File: config.mk
export PLATFORM = sky130hd
export DESIGN_NAME = sa_rx_sync_flat
export DESIGN_NICKNAME = d
export VERILOG_FILES = /design/src/rtl/sa_rx_sync_if.sv /design/src/rtl/sa_rx_sync.sv /design/src/flat_wrapper.sv
export SDC_FILE = /design/constraint.sdc
export NUM_CORES = 1
export LEC_CHECK = 0
export CORE_ASPECT_RATIO = 1.1
export CORE_MARGIN = 4
export CORE_UTILIZATION = 55
export DETAILED_ROUTE_END_ITERATION = 8
export GPL_ROUTABILITY_DRIVEN = 0
export GPL_TIMING_DRIVEN = 1
export MAX_ROUTING_LAYER = met4
export PLACE_DENSITY = 0.79
export SYNTH_ARGS = -nofsm -noshare
export SYNTH_HDL_FRONTEND = slang
export SYNTH_SLANG_ARGS = --single-unit
export TNS_END_PERCENT = 1
File: constraint.sdc
create_clock -name CLK -period 4.3 [get_ports CLK]
set_input_delay 0.645 -clock CLK [delete_from_list [all_inputs] [get_ports CLK]]
set_output_delay 0.645 -clock CLK [all_outputs]
set_load 0.1 [all_outputs]
File: src/rtl/sa_rx_sync_if.sv
// rtl/sa_rx_sync_if.sv - Send/Ack capture side and valid/ready drain side of sa_rx_sync
interface sa_rx_sync_if #(
    parameter int DW = 16,
    parameter int CW = 8
);
    logic          Send_in;
    logic [DW-1:0] Data_in;
    logic          exb_in;
    logic          Ack_out;
    logic          CP;
    logic [DW-1:0] out_data;
    logic          out_valid;
    logic          out_ready;
    logic          full;
    logic [CW-1:0] drop_cnt;

    modport master (
        output Send_in, Data_in, exb_in, out_ready,
        input  Ack_out, CP, out_data, out_valid, full, drop_cnt
    );

    modport slave (
        input  Send_in, Data_in, exb_in, out_ready,
        output Ack_out, CP, out_data, out_valid, full, drop_cnt
    );
endinterface

File: src/rtl/sa_rx_sync.sv
// rtl/sa_rx_sync.sv - four-phase Send/Ack receiver with exclusion drop and FWFT packet FIFO
module sa_rx_sync #(
    parameter int DW    = 16,
    parameter int DEPTH = 4,
    parameter int CW    = 8
) (
    input logic          CLK,
    input logic          MR,
    sa_rx_sync_if.slave  bus
);
    localparam int AW = $clog2(DEPTH);
    localparam int PW = AW + 1;

    localparam logic [0:0] IDLE = 1'b0;
    localparam logic [0:0] ACK  = 1'b1;

    logic          sync1;
    logic          s_sync;
    logic [0:0]    state;
    logic          cp_r;
    logic [CW-1:0] drops;
    logic [DW-1:0] head;
    logic [DW-1:0] mem [DEPTH];
    logic [PW-1:0] wr_ptr;
    logic [PW-1:0] rd_ptr;
    logic [PW-1:0] wr_next;
    logic [PW-1:0] rd_next;
    logic          empty_w;
    logic          full_w;
    logic          capture;
    logic          push;
    logic          pop;

    assign empty_w = (wr_ptr == rd_ptr);
    assign full_w  = (wr_ptr[AW] != rd_ptr[AW]) && (wr_ptr[AW-1:0] == rd_ptr[AW-1:0]);

    // A dropped packet never needs FIFO space, so only kept packets stall on full.
    assign capture = (state == IDLE) && s_sync && (!bus.exb_in || !full_w);
    assign push    = capture && bus.exb_in;
    assign pop     = !empty_w && bus.out_ready;
    assign wr_next = wr_ptr + PW'(push);
    assign rd_next = rd_ptr + PW'(pop);

    always_ff @(posedge CLK or posedge MR) begin
        if (MR) begin
            sync1  <= 1'b0;
            s_sync <= 1'b0;
            state  <= IDLE;
            cp_r   <= 1'b0;
            drops  <= '0;
            wr_ptr <= '0;
            rd_ptr <= '0;
            head   <= '0;
        end else begin
            sync1  <= bus.Send_in;
            s_sync <= sync1;
            cp_r   <= capture;
            wr_ptr <= wr_next;
            rd_ptr <= rd_next;
            if (capture && !bus.exb_in) begin
                drops <= drops + CW'(1);
            end
            case (state)
                IDLE:    if (capture) state <= ACK;
                default: if (!s_sync) state <= IDLE;
            endcase
            // Head register tracks the next entry; bypass when it is the one being written now.
            if (wr_next != rd_next) begin
                head <= (push && (rd_next == wr_ptr)) ? bus.Data_in : mem[rd_next[AW-1:0]];
            end
        end
    end

    always_ff @(posedge CLK) begin
        if (push) begin
            mem[wr_ptr[AW-1:0]] <= bus.Data_in;
        end
    end

    assign bus.Ack_out   = (state == ACK);
    assign bus.CP        = cp_r;
    assign bus.out_data  = head;
    assign bus.out_valid = !empty_w;
    assign bus.full      = full_w;
    assign bus.drop_cnt  = drops;
endmodule

File: src/flat_wrapper.sv
// flat-port wrapper written by rule: the top's interface ports become plain ports
module sa_rx_sync_flat 
#(
    parameter int DW    = 16,
    parameter int DEPTH = 4,
    parameter int CW    = 8
)
  (CLK, MR, bus_Send_in, bus_Data_in, bus_exb_in, bus_out_ready, bus_Ack_out, bus_CP, bus_out_data, bus_out_valid, bus_full, bus_drop_cnt);
  sa_rx_sync_if #(.DW(DW), .CW(CW)) bus_i ();
  input logic CLK;
  input logic MR;
  input wire logic [$bits(bus_i.Send_in)-1:0] bus_Send_in;
  input wire logic [$bits(bus_i.Data_in)-1:0] bus_Data_in;
  input wire logic [$bits(bus_i.exb_in)-1:0] bus_exb_in;
  input wire logic [$bits(bus_i.out_ready)-1:0] bus_out_ready;
  output wire logic [$bits(bus_i.Ack_out)-1:0] bus_Ack_out;
  output wire logic [$bits(bus_i.CP)-1:0] bus_CP;
  output wire logic [$bits(bus_i.out_data)-1:0] bus_out_data;
  output wire logic [$bits(bus_i.out_valid)-1:0] bus_out_valid;
  output wire logic [$bits(bus_i.full)-1:0] bus_full;
  output wire logic [$bits(bus_i.drop_cnt)-1:0] bus_drop_cnt;
  assign bus_i.Send_in = bus_Send_in;
  assign bus_i.Data_in = bus_Data_in;
  assign bus_i.exb_in = bus_exb_in;
  assign bus_i.out_ready = bus_out_ready;
  assign bus_Ack_out = bus_i.Ack_out;
  assign bus_CP = bus_i.CP;
  assign bus_out_data = bus_i.out_data;
  assign bus_out_valid = bus_i.out_valid;
  assign bus_full = bus_i.full;
  assign bus_drop_cnt = bus_i.drop_cnt;
  sa_rx_sync #(.DW(DW), .DEPTH(DEPTH), .CW(CW)) u_core (.CLK(CLK), .MR(MR), .bus(bus_i));
endmodule
==> qor.yml <==
cp.arrival_ns: 3.54
ys_seq_elements: 98
nets: 310
worst_pin_slew_ns: 1.01
cp-end-kind: "register"
drt-total-wl_um: 7820
required_ns: 4.54
drc_errors: 0
wl_per_cell_um: 20.9
root_buffer: "clkbuf_8"
num-fill-cells: 483
post_cts_resized: 0
fin_skew_ns: 0.0132
design.core.area_sq_mm: 0.00709
critPathLaunchType: "register"
utilization: 0.682
relSlewSlack: 0.322
status: "finished clean"
cts_buffers: 9
clk_pin_slew_worst_paths_ns: 0.10
grt_usage: 0.194
first_pass_iters: 4
worst_hold_path_type: "register to register"
grt_pass1_vias: 2323
synth_fp_nets: 253
layout_common_cells: "64 x edfxtp_1, 48 x clkdlybuf4s50_1, 34 x dfrtp_1, 16 x mux4_2"
layout_commonest_cell: "edfxtp_1"
synth_edf_count: 64
via_per_inst: 5.98
m1WireLength_um: 3330
start_util: 0.571
cp_max_fo: 20
die_area_sq_mm: 0.00879
antenna_cells: 0
fin_setup_tns_ns: 0
rsz0062_at_grt: "false"
pre_cts_slack_ns: 0.777
cts.sinks: 98
drv_slew: 0
multi_input_area_sq_mm: 0.00118
yosysSeqAreaShare: 0.685
grt_pass1_wl_um: 12400
setup_viol: 0
hpwl_um: 5190
regArea_sq_mm: 0.00277
hold_buffers: 0
fin_ws_ns: 1.00
pin_count: 49
ys.flop_type: "edfxtp_1"
finalWorstPathRequiredPeriod_ns: 3.30
drive_gt1_frac: 0.176
maxCapViolCount: 0
htree_num_levels: 3
drt-initial-drc-count: 216
cpPeakStageDelay_ns: 0.68
crit_family: "XOR/XNOR gates"
avgSynthCellArea_sq_um: 17.8
grt_overflow: 0
cts_tree: "yes"
portBuffers: 48
synthToLayoutAreaGrowth_pct: 19.5
antenna_found_initial: 0
route.met3.wl_um: 432
worst-setup-path-type: "register to register"
crit_buf_inv: 1
die_w_um: 89.8
die_h_um: 97.9
fmaxAchievable_mhz: 303
postCtsSetupRepairBufs: 0
post-route-period-util: 0.767
insertion_delay_ns: 0.36
cts_max_path_buffers: 2
syn_inst: 227
synth_area_sq_mm: 0.00405
synthArstFlopShare: 0.347
hold_viol: 0
cp_cell_sequence: "xor2_1 -> o311ai_4 -> inv_2 -> ha_1 -> ha_1 -> xor2_1 -> xnor2_2 -> nand2_2 -> a2bb2oi_1"
grt_max_degree: 35
yosys_warnings: 0
final_antenna_net_count: 0
top_layer: "met4"
wl_met2_um: 3930
rows: 32
ys_types: 39
num_vias: 2238
slowest_stage: "xnor2_2"
==> final timing paths <==
kind                                   from                      end  slack (ns)  cells after the start
min in group asynchronous                MR   u_core.bus.drop_cnt[7]        0.68                      3
max in group asynchronous                MR  u_core.bus.out_data[13]        3.29                      3
hold / removal                 u_core.sync1            u_core.s_sync        0.37                      0
hold reg to reg                u_core.sync1            u_core.s_sync        0.37                      0
setup reg to reg           u_core.wr_ptr[1]   u_core.bus.out_data[6]        1.00                      9
setup / recovery           u_core.wr_ptr[1]   u_core.bus.out_data[6]        1.00                      9
==> registers in the layout (all words and copies together), names as in the netlist <==
signal,flops
u_core.sync1,1
u_core.wr_ptr,3
u_core.bus.out_data,16
u_core.mem,64
u_core.bus.CP,1
u_core.bus.Ack_out,1
u_core.rd_ptr,3
u_core.bus.drop_cnt,8
u_core.s_sync,1
==> worst reg2reg max path: stages, from the launching register on <==
cell       delay [ns]
dfrtp_1          0.49
xor2_1           0.25
o311ai_4         0.32
inv_2            0.21
ha_1             0.24
ha_1             0.18
xor2_1           0.18
xnor2_2          0.68
nand2_2          0.40
a2bb2oi_1        0.24
==> layout make-up <==
class	instances	share of cell area
Clock buffer	11	0.0316
Clock inverter	5	0.0127
Inverter	2	0.00155
Multi-Input combinational cell	115	0.243
Sequential cell	98	0.574
Tap cell	85	0.0220
Timing Repair Buffer	58	0.115
==> Yosys cell counts, types with 2 or more instances <==
cell / instances / share of area
ha_1: 5 / 0.015
o21ai_1: 10 / 0.012
nor2_1: 5 / 0.0046
mux4_2: 16 / 0.089
dfrtp_1: 34 / 0.21
xor2_1: 11 / 0.024
buf_6: 5 / 0.014
a2bb2oi_1: 15 / 0.032
xnor2_1: 5 / 0.011
nor3_1: 2 / 0.0025
edfxtp_1: 64 / 0.48
o21ai_0: 6 / 0.0074
clkbuf_1: 2 / 0.0019
a32oi_1: 15 / 0.032
nand2_1: 6 / 0.0056
buf_2: 3 / 0.0037
==> metrics by stage <==
| step | area (sq um) | hold slack (ns) | std cells |
|---|---|---|---|
| after global routing | 4830 | 0.384 | 374 |
| final | 4830 | 0.368 | 374 |
| after detailed placement | 4620 | 0.349 | 358 |
| after CTS | 4830 | 0.372 | 374 |
| after global placement | 4620 | 0.338 | 358 |
| after floorplan | 4050 | 0.331 | 227 |
==> logic make-up after synthesis <==
group,share of synthesized area
adder cells (fa/ha/maj),0.0155
flip-flops,0.685
XOR/XNOR,0.0445
AND/OR/NAND/NOR,0.0350
AO/OA/AOI/OAI,0.103
buffers and inverters,0.0251
multiplexers,0.0919
==> routing by layer <==
layer,vias up,track usage
met5,-,-
met1,1128,0.251
met2,75,0.303
met4,0,0.0837
met3,13,0.0408
li1,1022,-
Power is left out: the tool's default activity adds up to more than one toggle a clock period on the data nets, which glitch-free logic cannot reach.
